<file path="src/rtl/spi_reg_ctrl.sv">
// rtl/spi_reg_ctrl.sv - SPI mode-0 frame sequencer driving single-cycle register bus strobes
module spi_reg_ctrl #(
    parameter int DATA_W   = 8,
    parameter bit AUTO_INC = 1'b1
) (
    input  logic              clk,
    input  logic              rst,
    input  logic              spi_reset,
    input  logic              spi_read,
    input  logic              spi_write,
    input  logic              spi_busy,
    input  logic              mosi,
    output logic              miso,
    output logic              miso_oe,
    output logic [6:0]        reg_addr,
    output logic [DATA_W-1:0] reg_wdata,
    output logic              reg_we,
    output logic              reg_re,
    input  logic [DATA_W-1:0] reg_rdata,
    output logic              xfer_done,
    output logic              frame_err
);

    typedef enum logic [1:0] {
        S_IDLE,
        S_CMD,
        S_WDATA,
        S_RDATA
    } state_t;

    localparam logic [3:0] LAST_DATA = 4'(DATA_W - 1);

    state_t              r_state;
    state_t              w_next;
    logic [3:0]          r_bit_cnt;
    logic [DATA_W-1:0]   r_sh_in;
    logic [DATA_W-1:0]   r_sh_out;
    logic                r_re_pend;
    logic                r_load;

    logic                w_busy_fall;
    logic                w_in_frame;
    logic                w_last_bit;
    logic                w_word_done;
    logic                w_cmd_write;
    logic [DATA_W-1:0]   w_sh_in_next;

    // miso_oe is the one-cycle-delayed busy level, so it doubles as the edge detector
    assign w_busy_fall  = miso_oe & ~spi_busy;
    assign w_in_frame   = (r_state != S_IDLE);
    assign w_last_bit   = (r_state == S_CMD) ? (r_bit_cnt == 4'd7) : (r_bit_cnt == LAST_DATA);
    assign w_word_done  = w_in_frame & spi_read & w_last_bit;
    assign w_sh_in_next = {r_sh_in[DATA_W-2:0], mosi};
    assign w_cmd_write  = r_sh_in[6];

    always_ff @(posedge clk) begin
        if (rst) begin
            r_state <= S_IDLE;
        end else begin
            r_state <= w_next;
        end
    end

    always_comb begin
        w_next = r_state;
        if (w_busy_fall) begin
            w_next = S_IDLE;
        end else if (spi_reset) begin
            w_next = S_CMD;
        end else if (w_word_done && (r_state == S_CMD)) begin
            w_next = w_cmd_write ? S_WDATA : S_RDATA;
        end
    end

    always_ff @(posedge clk) begin
        if (rst) begin
            miso      <= 1'b0;
            miso_oe   <= 1'b0;
            reg_addr  <= 7'd0;
            reg_wdata <= '0;
            reg_we    <= 1'b0;
            reg_re    <= 1'b0;
            xfer_done <= 1'b0;
            frame_err <= 1'b0;
            r_bit_cnt <= 4'd0;
            r_sh_in   <= '0;
            r_sh_out  <= '0;
            r_re_pend <= 1'b0;
            r_load    <= 1'b0;
        end else begin
            miso_oe   <= spi_busy;
            reg_we    <= 1'b0;
            reg_re    <= r_re_pend;
            r_re_pend <= 1'b0;
            r_load    <= reg_re;
            xfer_done <= 1'b0;
            frame_err <= 1'b0;

            if (r_load) begin
                r_sh_out <= reg_rdata;
            end
            // increment after the write strobe so the address is stable while it is high
            if (reg_we && AUTO_INC) begin
                reg_addr <= reg_addr + 7'd1;
            end
            if (r_state != S_RDATA) begin
                miso <= 1'b0;
            end

            if (w_busy_fall) begin
                xfer_done <= w_in_frame && (r_bit_cnt == 4'd0);
                frame_err <= (r_bit_cnt != 4'd0);
                r_bit_cnt <= 4'd0;
                reg_re    <= 1'b0;
            end else if (spi_reset) begin
                r_bit_cnt <= 4'd0;
            end else if (spi_read) begin
                r_sh_in <= w_sh_in_next;
                if (w_in_frame) begin
                    r_bit_cnt <= w_last_bit ? 4'd0 : r_bit_cnt + 4'd1;
                end
                if (w_word_done) begin
                    case (r_state)
                        S_CMD: begin
                            reg_addr <= w_sh_in_next[6:0];
                            if (!w_cmd_write) begin
                                reg_re <= 1'b1;
                            end
                        end
                        S_WDATA: begin
                            reg_wdata <= w_sh_in_next;
                            reg_we    <= 1'b1;
                        end
                        S_RDATA: begin
                            if (AUTO_INC) begin
                                reg_addr <= reg_addr + 7'd1;
                            end
                            r_re_pend <= 1'b1;
                        end
                        default: ;
                    endcase
                end
            end else if (spi_write && (r_state == S_RDATA)) begin
                miso     <= r_sh_out[DATA_W-1];
                r_sh_out <= r_sh_out << 1;
            end
        end
    end

endmodule

</file>
<file path="config.mk">
export PLATFORM = sky130hd
export DESIGN_NAME = spi_reg_ctrl
export DESIGN_NICKNAME = d
export VERILOG_FILES = /design/src/rtl/spi_reg_ctrl.sv
export SDC_FILE = /design/constraint.sdc
export NUM_CORES = 1
export LEC_CHECK = 0
export CORE_MARGIN = 4
export CORE_UTILIZATION = 45
export CTS_BUF_LIST = sky130_fd_sc_hd__clkbuf_8
export DETAILED_ROUTE_END_ITERATION = 6
export MAX_ROUTING_LAYER = met4
export PLACE_DENSITY = 0.7
export RECOVER_POWER = 50
export SLEW_MARGIN = 20
export SYNTH_ARGS = -nofsm -noshare
export SYNTH_HDL_FRONTEND = slang
export SYNTH_SLANG_ARGS = --single-unit
</file>
<file path="constraint.sdc">
create_clock -name clk -period 1.7 [get_ports clk]
set_input_delay 0.255 -clock clk [delete_from_list [all_inputs] [get_ports clk]]
set_output_delay 0.255 -clock clk [all_outputs]
set_load 0.01 [all_outputs]
</file>
# After elaboration in Yosys (flattened, before gate mapping)
# Index checks and enable logic that the tools add are counted.
dict set report totals {
  reg_bits 44
  latch_bits 0
  ram_bits 0
  rom_bits 0
  inputBits 15
  out_inout_bits 21
  word_cells 71
  memories 0
}
dict set report op_classes {
  add_sub_neg 2
  mul 0
  div_mod_pow 0
  order_cmp 0
  eq_ne 5
  shifts 0
  n_mux 27
  n_bitwise 8
  reduce_logical 14
}
# operator n
set ops {}
lappend ops {{two-way mux 8 bit} 5}
lappend ops {{two-way mux 7 bit} 5}
lappend ops {{two-way mux 1 bit} 15}
lappend ops {{one-hot mux 7 bit (2 select lines)} 1}
lappend ops {{adder 7 x 1 -> 7 bit, second input constant} 1}
lappend ops {{inverter 1 bit} 5}
lappend ops {{AND reduction 5 bit} 1}
lappend ops {{OR reduction 5 bit} 1}
lappend ops {{adder 4 x 1 -> 4 bit, second input constant} 1}
lappend ops {{== test 2 bit, second input constant} 2}
lappend ops {{== test 4 x 3 -> 1 bit, second input constant} 1}
lappend ops {{logical NOT 4 bit} 1}
lappend ops {{two-way mux 4 bit} 1}
lappend ops {{nonzero test 2 bit} 2}
lappend ops {{nonzero test 4 bit} 1}
lappend ops {{OR reduction 2 bit} 2}
lappend ops {{bitwise AND 1 bit} 3}
lappend ops {{logical AND 1 bit} 3}
lappend ops {{AND reduction 3 bit} 1}
lappend ops {{OR reduction 3 bit} 1}
lappend ops {{== test 2 x 1 -> 1 bit, second input constant} 1}
lappend ops {{inequality test 2 bit, second input constant} 1}
lappend ops {{AND reduction 2 bit} 1}

# Logic depth before layout (Yosys ltp)
dict set report depth {
  ltp_word 7
  mapped_depth 7
  depth_no_buf 6
}

# Least setup slack after synthesis
# Ideal clock, no wire load.
dict set report synth_timing {
  kind {reg-to-reg}
  from {register reg_addr[0]}
  to {register reg_addr[6]}
  setup_ps 117
  arrival_ps 1506
  t_required_ps 1583
  slack_ps 77
  path_stages_with_launch 8
  n_path_buf 1
  period_less_slack_ps 1623
  path_cell_list {dfxtp_1 -> ha_1 -> and3_1 -> clkbuf_1 -> nand3_1 -> xor2_1 -> nand2_1 -> a32o_1}
}
dict set report synth_via {
  elab_chain_cells 7
}
# item line
set synth_lines {}
lappend synth_lines {{start, declared} 15} ;# output logic [6:0] reg_addr,
lappend synth_lines {{start signal, assigned} 104} ;# reg_addr <= reg_addr + 7'd1;
lappend synth_lines {{start signal, assigned} 125} ;# reg_addr <= w_sh_in_next[6:0];
lappend synth_lines {{start signal, assigned} 136} ;# reg_addr <= reg_addr + 7'd1;
lappend synth_lines {{adder 7 x 1 -> 7 bit *} {104, 136}}
lappend synth_lines {{two-way mux 7 bit} 103} ;# if (reg_we && AUTO_INC) begin
lappend synth_lines {{one-hot mux 7 bit (2 select lines)} 123} ;# case (r_state)
lappend synth_lines {{two-way mux 7 bit} 122} ;# if (w_word_done) begin
lappend synth_lines {{two-way mux 7 bit} 117} ;# end else if (spi_read) begin
lappend synth_lines {{two-way mux 7 bit} 115} ;# end else if (spi_reset) begin
lappend synth_lines {{two-way mux 7 bit *} 110} ;# if (w_busy_fall) begin
# Every way passes the cells marked *; elsewhere a longest branch is shown, timed or not.
# A chain may end at the register's enable or synchronous reset.

# Worst setup path in the final report
dict set report layout_timing {
  from {register reg_addr[4]}
  to {output reg_addr[4]}
}
# No word-level cell between the ends.

==> run_results.csv <==
group,metric,value,unit
yosys,synth_nets,242,
final_layout,fill_cells,401,
sta,finalWorstSetupSlack,0.0916,ns
clocking,clk_pin_slew,0.09,ns
final_layout,n_antenna_cell,0,
min_path,hold_end,"r_load$_SDFF_PP0_",
route,firstDrtPassIters,5,
yosys,synth-seq-cells,44,
final_layout,layout_common_cells,"43 x dfxtp_1, 34 x nor2_1, 20 x clkdlybuf4s50_1, 18 x nand2_1, 18 x mux2i_1",
placed_design,dp_cells,319,
sta,setup_violations,0,
clocking,cts_buffers,5,
die,start_util,46.5,%
clocking,h-tree-depth,2,
route,drtIter0Drc,70,
final_layout,seqCellArea,882,um2
power,clkPwrFrac,40.6,%
placed_design,port_buffers,35,
placed_design,hpwl,3230,um
final_layout,final_common_cell,"dfxtp_1",
clocking,cts-root-buf,"clkbuf_8",
die,core,0.00432,mm2
yosys,synthArstFlopShare,0,%
setup_path,path_cells,"clkdlybuf4s50_1",
clocking,cts.sinks,44,
global_routing,overflow,0,
setup_path,critical_path.slowest_cell,"clkdlybuf4s50_1",
sta,tightestPinTransition,0.566,ns
clocking,cts_setup_buffers,0,
power,p_sw_share,21.8,%
final_layout,drive_gt1_share,13.1,%
final_layout,layout.nets,292,
yosys,synth_edf_count,0,
yosys,yosys_warnings,0,
sta,fmax,622,MHz
sta,finalHoldViolCount,0,
yosys,yosysUniqueCellTypes,40,
sta,fin_crit_sh,94.6,%
power,power.switching,0.429,mW
setup_path,worstSetupStartpointType,"flop",
sta,skew,0.00527,ns
setup_path,critPathCaptureType,"output pin",
global_routing,grt_max_degree,28,
setup_path,critPathMaxFanout,8,
min_path,min_path_cells,1,
yosys,synth_area,0.00201,mm2
min_path,hp-start,"reg_re$_SDFF_PP0_",
sta,rsz0062_at_grt,"no",
yosys,synth.avg_cell_area,8.97,um2
route,antenna_left,0,
setup_path,required,1.44,ns
sta,relSlewSlack,62.3,%
power,p_leak,1.08,nW
setup_path,reg2reg_from,"r_bit_cnt[1]$_SDFFE_PP0P_",
min_path,min_path_type,"flop to flop",
global_routing,antenna_found_initial,0,
die,fp.dieArea,0.00560,mm2
setup_path,crit_family,"buffers and inverters",
yosys,ys.flop_type,"dfxtp_1",
placed_design,place_congestion,0.881,
die,std_cell_rows,24,
power,power.ir.vdd_worst,599,uV
route,viasPerCell,5.25,
die,die-width,74.8,um
sta,period_needed,1.61,ns
route,drt-total-wl,4470,um
setup_path,critical_path_buf_inv_count,1,
sta,holdWs,0.467,ns
yosys,synth_cells,224,
clocking,cts.path.max_buffers,2,
flow_run,cap_viol_max_count,0,
setup_path,critPathKind,"flop to output pin",
outcome,status,"finished, final reports clean",
power,internal_power,1.53,mW
yosys,ys_seq_area_share,43.8,%
placed_design,preCtsSetupSlack,-0.165,ns
power,seqPwrFrac,53.1,%
final_layout,synthToLayoutAreaGrowth,32.6,%
setup_path,cp.arrival,1.35,ns
setup_path,reg2regPathDepth,7,
clocking,clock_latency,0.30,ns
global_routing,track_usage,18.6,%
route,drc,0,
setup_path,reg2reg_to,"reg_wdata[2]$_SDFFE_PP0P_",
setup_path,r2r_setup_slack,0.12,ns
sta,slew_viol_final,0,
global_routing,grt_pass1_vias,1718,
route,dr_total_vias,1717,
sta,fin_setup_tns,0,ns
die,die_h,74.8,um
global_routing,grt_first_pass_wirelength,7890,um
setup_path,max_stage_delay,0.59,ns
power,comb_power_share,6.3,%
route,avgRoutedWirePerCell,13.7,um
clocking,cts_tree,"done",
power,power.density,737,mW/mm2
final_layout,fin_cells,327,
final_layout,multi_input_area,0.00107,mm2
die,ios,36,
[registers in the layout, indices dropped and copies added, names as in the netlist, 2 cells and up]
name       cells
r_bit_cnt      4
r_sh_in        7
r_sh_out       8
r_state        2
reg_addr       7
reg_wdata      8
[power groups by stage]
stage / clock network [mW] / registers (mW) / logic (mW)
after floorplan: 0 / 1.07 / 0.0480
after global placement: 0 / 1.06 / 0.126
after detailed placement: 0 / 1.06 / 0.127
after CTS: 0.811 / 1.04 / 0.128
after global routing: 0.850 / 1.04 / 0.133
final: 0.798 / 1.04 / 0.123
[cell type report]
cell class / count / share of cell area, %
clock buffers: 5 / 2.58
repair buffers: 57 / 19.4
multi-input cells: 162 / 40.3
clock inverters: 3 / 1.60
flip-flops and latches: 44 / 33.1
inverters: 4 / 0.564
well taps: 52 / 2.44
[per-stage QoR]
stage	utilization, %	total power [mW]	area, um2
2_1_floorplan	-	1.11	2010
3_3_place_gp	58.7	1.19	2540
3_5_place_dp	58.7	1.19	2540
4_1_cts	61.3	1.98	2650
5_1_grt	61.6	2.03	2660
6_report	61.6	1.96	2660
[layer usage]
layer	vias up	GRT usage (%)	share of wire, %
li1	891	-	-
met1	779	24.3	49
met2	41	28.7	45
met3	6	4.41	4.4
met4	0	5.53	1.5
met5	-	-	0
[how the worst max path moves through the flow]
stage	startpoint	endpoint	slack (ns)	cells past startpoint
CTS	r_bit_cnt[1]$_SDFFE_PP0P_	reg_addr[4]$_SDFF_PP0_	0.07	6
finish	reg_addr[4]$_SDFF_PP0_	reg_addr[4]	0.09	1
global route	r_bit_cnt[1]$_SDFFE_PP0P_	reg_wdata[7]$_SDFFE_PP0P_	0.02	7
floorplan	reg_addr[0]$_SDFF_PP0_	reg_addr[6]$_SDFF_PP0_	0.08	7
global placement	spi_read	reg_addr[4]$_SDFF_PP0_	-0.11	6
detailed placement	spi_read	reg_wdata[2]$_SDFFE_PP0P_	-0.17	7
[synthesized netlist by cell type (2+ instances only)]
master    number  area share (%)
dfxtp_1       44              44
nor2_1        34             6.4
mux2i_1       18             9.0
nand2_1       18             3.4
a211oi_1      13             4.9
a21oi_1       11             2.7
clkbuf_1      11             2.1
nand3_1        9             2.2
xnor2_1        7             3.1
nor3_1         5             1.2
inv_1          4            0.75
nor2b_1        4             1.2
xor2_1         4             1.7
and3_1         3            0.93
ha_1           3             1.9
nand4_1        3            0.93
o21ai_0        3            0.75
a31oi_1        2            0.62
a32o_1         2             1.0
and2_1         2            0.62
buf_2          2            0.50
nand2b_1       2            0.62
nand4b_1       2            0.87
nor4_1         2            0.62
[cells by family (layout without fill, tap and decap cells)]
family,after synthesis,after routing,synth area share [%]
compound gates,37,37,12.3
flops,44,44,43.8
buf+inv,18,69,3.86
mux,18,18,8.97
xor+xnor,11,11,4.79
fa+ha+maj,3,3,1.87
simple gates,93,93,24.3
[repair_timing]
action	4_1_cts	5_1_grt
setup endpoints to repair	1	2
gates resized for setup	1	3
hold buffers	0	0
pin swaps	0	0
Note: power is estimated with default switching activity, not from simulation.
